## src/rtl/core_bus_scheduler_pkg.sv

```systemverilog
// core_bus_pkg: opcodes, FSM states, address field bounds and error word for the core bus scheduler
package core_bus_pkg;
  localparam logic [7:0] OP_NOP = 8'h00;
  localparam logic [7:0] OP_STREAM_SEL = 8'h03;
  localparam int CORE_ID_HI = 23;
  localparam int CORE_ID_LO = 16;
  localparam int LOCAL_HI = 15;
  localparam logic [31:0] ERR_WORD = 32'hFFFF_FFFF;
  typedef enum logic [1:0] {IDLE, ISSUE, RESPOND} state_t;
endpackage

```

## src/rtl/core_bus_scheduler_if.sv

```systemverilog
// core_bus_scheduler_if: command, response and per-core bus signals of the scheduler
interface core_bus_scheduler_if #(parameter int NUM_CORES = 4);
  logic cmd_valid_i;
  logic cmd_ready_o;
  logic [7:0] instruction_i;
  logic [23:0] address_i;
  logic [31:0] value_i;
  logic [31:0] result_o;
  logic result_valid_o;
  logic error_o;
  logic [NUM_CORES-1:0] core_req_o;
  logic [7:0] core_instruction_o;
  logic [15:0] core_address_o;
  logic [31:0] core_value_o;
  logic [NUM_CORES-1:0] core_ack_i;
  logic [NUM_CORES*32-1:0] core_result_i;
  logic [NUM_CORES*32-1:0] core_stream_i;
  logic [31:0] stream_o;
  modport slave (
    input cmd_valid_i, instruction_i, address_i, value_i, core_ack_i, core_result_i, core_stream_i,
    output cmd_ready_o, result_o, result_valid_o, error_o, core_req_o, core_instruction_o,
    core_address_o, core_value_o, stream_o
  );
  modport master (
    output cmd_valid_i, instruction_i, address_i, value_i, core_ack_i, core_result_i, core_stream_i,
    input cmd_ready_o, result_o, result_valid_o, error_o, core_req_o, core_instruction_o,
    core_address_o, core_value_o, stream_o
  );
endinterface

```

## src/rtl/core_bus_scheduler.sv

```systemverilog
// core_bus_scheduler: routes one command at a time to an addressed core and returns its result
module core_bus_scheduler
  import core_bus_pkg::*;
#(
  parameter int NUM_CORES = 4,
  parameter int TIMEOUT_CYCLES = 255
) (
  input logic clk_i,
  input logic rst_i,
  core_bus_scheduler_if.slave bus
);
  localparam int CW = $clog2(TIMEOUT_CYCLES + 1);
  localparam logic [7:0] NC = 8'(NUM_CORES);
  state_t state, state_n;
  logic [NUM_CORES-1:0] req, hot;
  logic [CW-1:0] cnt;
  logic [3:0] sel;
  logic [31:0] resp, ack_word, stream_d;
  logic [7:0] id;
  logic err_pend, accept, hit, expire, is_nop, is_sel, core_op;
  assign id = bus.address_i[CORE_ID_HI:CORE_ID_LO];
  assign bus.cmd_ready_o = state == IDLE;
  assign bus.core_req_o = req;
  assign accept = bus.cmd_valid_i && bus.cmd_ready_o;
  assign is_nop = bus.instruction_i == OP_NOP;
  assign is_sel = bus.instruction_i == OP_STREAM_SEL;
  assign core_op = !is_nop && !is_sel && id < NC;
  assign hot = NUM_CORES'(1) << id;
  // req is one-hot on the addressed core, so masking acks with it ignores every other core
  assign hit = |(bus.core_ack_i & req);
  assign expire = cnt == CW'(TIMEOUT_CYCLES - 1);
  always_comb begin
    ack_word = '0;
    stream_d = '0;
    for (int k = 0; k < NUM_CORES; k++) begin
      ack_word = ack_word | (req[k] ? bus.core_result_i[32*k +: 32] : 32'h0);
      stream_d = (sel == 4'(k)) ? bus.core_stream_i[32*k +: 32] : stream_d;
    end
  end
  always_comb begin
    state_n = state == IDLE ? (accept ? (core_op ? ISSUE : RESPOND) : IDLE)
            : state == ISSUE ? ((hit || expire) ? RESPOND : ISSUE)
            : IDLE;
  end
  always_ff @(posedge clk_i) begin
    state <= rst_i ? IDLE : state_n;
  end
  always_ff @(posedge clk_i) begin
    if (rst_i) begin
      req <= '0;
      cnt <= '0;
      sel <= '0;
      resp <= '0;
      err_pend <= 1'b0;
      bus.result_o <= '0;
      bus.result_valid_o <= 1'b0;
      bus.error_o <= 1'b0;
      bus.core_instruction_o <= '0;
      bus.core_address_o <= '0;
      bus.core_value_o <= '0;
      bus.stream_o <= '0;
    end else begin
      bus.result_valid_o <= state == RESPOND;
      bus.error_o <= state == RESPOND && err_pend;
      bus.stream_o <= stream_d;
      if (state == RESPOND) bus.result_o <= resp;
      if (accept) begin
        bus.core_instruction_o <= bus.instruction_i;
        bus.core_address_o <= bus.address_i[LOCAL_HI:0];
        bus.core_value_o <= bus.value_i;
        req <= core_op ? hot : '0;
        cnt <= '0;
        err_pend <= !is_nop && !is_sel && !core_op;
        resp <= is_sel ? bus.value_i : (is_nop ? 32'h0 : ERR_WORD);
        if (is_sel) sel <= bus.value_i[3:0];
      end
      // an ack on the expiry edge takes priority over the timeout
      if (state == ISSUE) begin
        if (hit) begin
          resp <= ack_word;
          req <= '0;
        end else if (expire) begin
          resp <= ERR_WORD;
          err_pend <= 1'b1;
          req <= '0;
        end else begin
          cnt <= cnt + 1'b1;
        end
      end
    end
  end
endmodule

```

## src/flat_wrapper.sv

```systemverilog
// flat-port wrapper written by rule: the top's interface ports become plain ports
module core_bus_scheduler_flat import core_bus_pkg::*;
#(
  parameter int NUM_CORES = 4,
  parameter int TIMEOUT_CYCLES = 255
)
  (clk_i, rst_i, bus_cmd_valid_i, bus_instruction_i, bus_address_i, bus_value_i, bus_core_ack_i, bus_core_result_i, bus_core_stream_i, bus_cmd_ready_o, bus_result_o, bus_result_valid_o, bus_error_o, bus_core_req_o, bus_core_instruction_o, bus_core_address_o, bus_core_value_o, bus_stream_o);
  core_bus_scheduler_if #(.NUM_CORES(NUM_CORES)) bus_i ();
  input logic clk_i;
  input logic rst_i;
  input wire logic [$bits(bus_i.cmd_valid_i)-1:0] bus_cmd_valid_i;
  input wire logic [$bits(bus_i.instruction_i)-1:0] bus_instruction_i;
  input wire logic [$bits(bus_i.address_i)-1:0] bus_address_i;
  input wire logic [$bits(bus_i.value_i)-1:0] bus_value_i;
  input wire logic [$bits(bus_i.core_ack_i)-1:0] bus_core_ack_i;
  input wire logic [$bits(bus_i.core_result_i)-1:0] bus_core_result_i;
  input wire logic [$bits(bus_i.core_stream_i)-1:0] bus_core_stream_i;
  output wire logic [$bits(bus_i.cmd_ready_o)-1:0] bus_cmd_ready_o;
  output wire logic [$bits(bus_i.result_o)-1:0] bus_result_o;
  output wire logic [$bits(bus_i.result_valid_o)-1:0] bus_result_valid_o;
  output wire logic [$bits(bus_i.error_o)-1:0] bus_error_o;
  output wire logic [$bits(bus_i.core_req_o)-1:0] bus_core_req_o;
  output wire logic [$bits(bus_i.core_instruction_o)-1:0] bus_core_instruction_o;
  output wire logic [$bits(bus_i.core_address_o)-1:0] bus_core_address_o;
  output wire logic [$bits(bus_i.core_value_o)-1:0] bus_core_value_o;
  output wire logic [$bits(bus_i.stream_o)-1:0] bus_stream_o;
  assign bus_i.cmd_valid_i = bus_cmd_valid_i;
  assign bus_i.instruction_i = bus_instruction_i;
  assign bus_i.address_i = bus_address_i;
  assign bus_i.value_i = bus_value_i;
  assign bus_i.core_ack_i = bus_core_ack_i;
  assign bus_i.core_result_i = bus_core_result_i;
  assign bus_i.core_stream_i = bus_core_stream_i;
  assign bus_cmd_ready_o = bus_i.cmd_ready_o;
  assign bus_result_o = bus_i.result_o;
  assign bus_result_valid_o = bus_i.result_valid_o;
  assign bus_error_o = bus_i.error_o;
  assign bus_core_req_o = bus_i.core_req_o;
  assign bus_core_instruction_o = bus_i.core_instruction_o;
  assign bus_core_address_o = bus_i.core_address_o;
  assign bus_core_value_o = bus_i.core_value_o;
  assign bus_stream_o = bus_i.stream_o;
  core_bus_scheduler #(.NUM_CORES(NUM_CORES), .TIMEOUT_CYCLES(TIMEOUT_CYCLES)) u_core (.clk_i(clk_i), .rst_i(rst_i), .bus(bus_i));
endmodule
```

## config.mk

```make
export PLATFORM = sky130hd
export DESIGN_NAME = core_bus_scheduler_flat
export DESIGN_NICKNAME = d
export VERILOG_FILES = /design/src/rtl/core_bus_scheduler_pkg.sv /design/src/rtl/core_bus_scheduler_if.sv /design/src/rtl/core_bus_scheduler.sv /design/src/flat_wrapper.sv
export SDC_FILE = /design/constraint.sdc
export NUM_CORES = 1
export LEC_CHECK = 0
export CORE_AREA = 2 2 178 180
export CTS_CLUSTER_SIZE = 24
export DETAILED_ROUTE_END_ITERATION = 7
export DIE_AREA = 0 0 180 182
export DONT_BUFFER_PORTS = 1
export PLACE_DENSITY = 0.38
export SLEW_MARGIN = 5
export SYNTH_ARGS = -nofsm -noshare
export SYNTH_HDL_FRONTEND = slang
export SYNTH_SLANG_ARGS = --single-unit
export TNS_END_PERCENT = 1
```

## constraint.sdc

```tcl
create_clock -name clk_i -period 2.1 [get_ports clk_i]
set_input_delay 0.105 -clock clk_i [delete_from_list [all_inputs] [get_ports clk_i]]
set_output_delay 0.105 -clock clk_i [all_outputs]
set_load 0.01 [all_outputs]
```

==> metrics.txt <==
run status completed; post-layout net count 1345; Synth warnings 0; GP Congestion 0.785; final WL 33700 um; CTS HTree Levels 4; gr ovfl total 0; WHS 0.0202 ns; clk sinks 173; crit-path max FO 15; Min-Delay Path Class in -> reg; row cnt 65; FF-to-FF End u_core.state[0]; Crit Path Class reg -> reg; GRT Total Usage 0.197; die span in y 182 um; die area 32800 um2; Arrival @ worst endpoint 2.43 ns; TritonCTS buffer count 17; TritonRoute pass-1 iters 5; crit path time final 2.06 ns; post-CTS setup buffers 0; CTS max path bufs 2; worst-margin pin slew 0.942 ns; syn avg cell area 8.40 um2; hold-critical path depth 3; area growth from synthesis to layout 35.5%; Post-Syn Nets 1234; worst r2r path cells 6; CP Launch Type flip-flop; core area 31000 um2; design internal power 5.88 mW; vias in the first global route 7556; share of the synthesized area in the top cell type 0.455; RSZ-0062 raised after global routing true; initial antenna violation count 3; Vias/cell 5.37; IO buf count 0; clock share of power 0.447; CTS tree built; Max-Slew Margin vs Limit 0.370; largest net degree at the start of global routing 107; Hold Fails Final Rpt 0; Reg power frac 0.460; Post-Syn Area 7600 um2; crit path capture type flip-flop; slowest CP cell dlygate4sd3_1; initial core utilization 0.245; post-synthesis cell type count 48; initial DRC count 596; reg-to-reg slack, setup 0.04 ns; Max Fclk 485 MHz; endpoints failing setup 0; Max Cap Violations 0; antenna viol nets, final 0; drt drc 0; peak supply drop 0.562 mV; Logic pwr share 0.094; layout cell share with drive strength beyond 1 0.116; Vias 7693; crit path cell chain nor3b_4, o41ai_4, buf_4, a2bb2oi_1, nor2_1, dlygate4sd3_1; routed len/inst 23.5 um; period utilization 0.983; Worst Clk Skew 0.0146 ns; post-layout util 0.333; I/O pin cnt 454; Leakage 3.64 nW; CTS root buf clkbuf_16; fill cell count 3249; WHS Endpoint u_core.sel[0]; crit-path max cell delay 0.56 ns; register area share after synthesis 0.455; Switching Fraction 0.253; Synth area leaders dfxtp_1 (46%), a22oi_1 (11%), nand2_1 (9.2%), a21oi_1 (8.4%), a31o_2 (3.7%); synthesis-stage register bit count 173; first-pass GRT wire length 49300 um; Chip Width 180 um; Worst R2R Start u_core.state[1]; cell type with the largest total area after synthesis dfxtp_1; Switch Pwr 2.00 mW; Slew Limit Fails 0; pre-CTS setup slack 0.106 ns; Worst-Skew Late Latency 0.43 ns; Worst Path Required 2.46 ns; Cell Pwr Density 765 nW/um2; Worst-path clk slew 0.07 ns; hold path start bus_value_i[0]; HPWL Detailed 21900 um; Syn Inst Count 905; worst setup margin 0.0367 ns
==> through the flow <==
step	cells	setup TNS (ns)	instance area, um2	total power [mW]
final	1432	0	10300	7.88
after global routing	1431	-0.246	10300	8.25
after CTS	1429	0	10300	8.01
after floorplan	905	0	7600	4.06
after global placement	1250	0	8120	4.19
after detailed placement	1250	0	8120	4.19
==> what timing repair did <==
item                       in CTS  in global routing
hold endpoints to repair      173                  1
hold buffers                  148                  1
setup endpoints to repair       0                 53
resized for setup               0                  8
==> cells by family after synthesis <==
group,Yosys count,synth area share
AO/OA/AOI/OAI,381,0.344
AND/OR/NAND/NOR,257,0.147
flip-flops,173,0.455
buffers and inverters,91,0.0492
adder cells (fa/ha/maj),2,0.00329
XOR/XNOR,1,0.00115
==> registers in the layout, summed over array words and instances, names as in the netlist <==
name and flops:
u_core.bus.core_address_o 16, u_core.bus.core_instruction_o 8, u_core.bus.core_req_o 4, u_core.bus.core_value_o 32
u_core.bus.error_o 1, u_core.bus.result_o 32, u_core.bus.result_valid_o 1, u_core.bus.stream_o 32
u_core.cnt 8, u_core.err_pend 1, u_core.resp 32, u_core.sel 4
u_core.state 2
==> routing by layer <==
metal | track usage | vias to the layer above | part of all wire
met4 | 0.0511 | 2 | 0.015
met1 | 0.261 | 3761 | 0.44
met2 | 0.311 | 307 | 0.47
li1 | - | 3593 | -
met3 | 0.0598 | 30 | 0.073
met5 | 0 | - | 0.00039
==> power groups by stage <==
stage	Sequential, mW	Combinational [mW]	Clock, mW
final	3.62	0.740	3.52
after global routing	3.64	0.816	3.80
after CTS	3.62	0.734	3.65
after detailed placement	3.70	0.494	0
after global placement	3.70	0.491	0
after floorplan	3.65	0.409	0
==> cells in the mapped netlist, drive strengths merged <==
cell type  count
a22oi        109
a211oi         4
and2           2
nor2          20
o311ai         1
inv            2
a41oi          1
nor2b          2
nor3b          1
a31oi         26
a221oi        22
buf           16
or4            4
or3            5
or2            1
a22o          11
clkbuf        73
or4b           2
o211ai         6
ha             2
and3           4
nor4bb         1
a21oi        128
nand4b         1
o21ai         14
a31o          32
nand2        187
and4           1
xor2           1
nand3          9
nor4b          2
a2bb2oi       25
o22ai          1
dfxtp        173
nor4           4
nor3           1
o41ai          1
nand4          5
nand2b         4
nand3b         1
==> placed cells by master, fill, tap and decap left out, drive strengths merged, types with 5 or more instances in the layout <==
cell type,count
a2bb2oi,25
a21oi,128
nand4,5
a31o,32
dlygate4sd3,148
inv,6
nand2,187
dfxtp,173
or3,5
o211ai,6
a31oi,26
o21ai,14
nor2,20
nand3,9
a22o,11
a221oi,22
clkbuf,18
buf,33
a22oi,109
==> critical path: cells and delay by family (launching register included) <==
family                 cells  cell delay (ns)
AO/OA/AOI/OAI              2             0.34
AND/OR/NAND/NOR            2             0.47
flip-flops                 1             0.39
buffers and inverters      2             0.80
==> worst max path at each step <==
stage                                   startpoint               to  slack [ns]  cells past startpoint
final                              u_core.state[1]  u_core.state[0]        0.04                      6
after global routing               u_core.state[1]  u_core.state[0]       -0.06                      6
after CTS                          u_core.state[0]  u_core.state[0]        0.02                      6
after detailed placement             u_core.cnt[0]   u_core.resp[6]        0.11                      7
after global placement               u_core.cnt[0]   u_core.resp[6]        0.14                      7
after floorplan           u_core.bus.core_req_o[2]  u_core.resp[14]        0.44                      6
==> final cells by class <==
type                            count  area (um2)  area share
Antenna cell                        2        5.00    0.000486
Sequential cell                   173        3470       0.336
Clock inverter                     13         205      0.0199
Timing Repair Buffer              181        1830       0.177
Clock buffer                       18         439      0.0426
Tap cell                          402         503      0.0488
Inverter                            2        7.51    0.000728
Multi-Input combinational cell    641        3850       0.374
(Power assumes the default switching activity.)
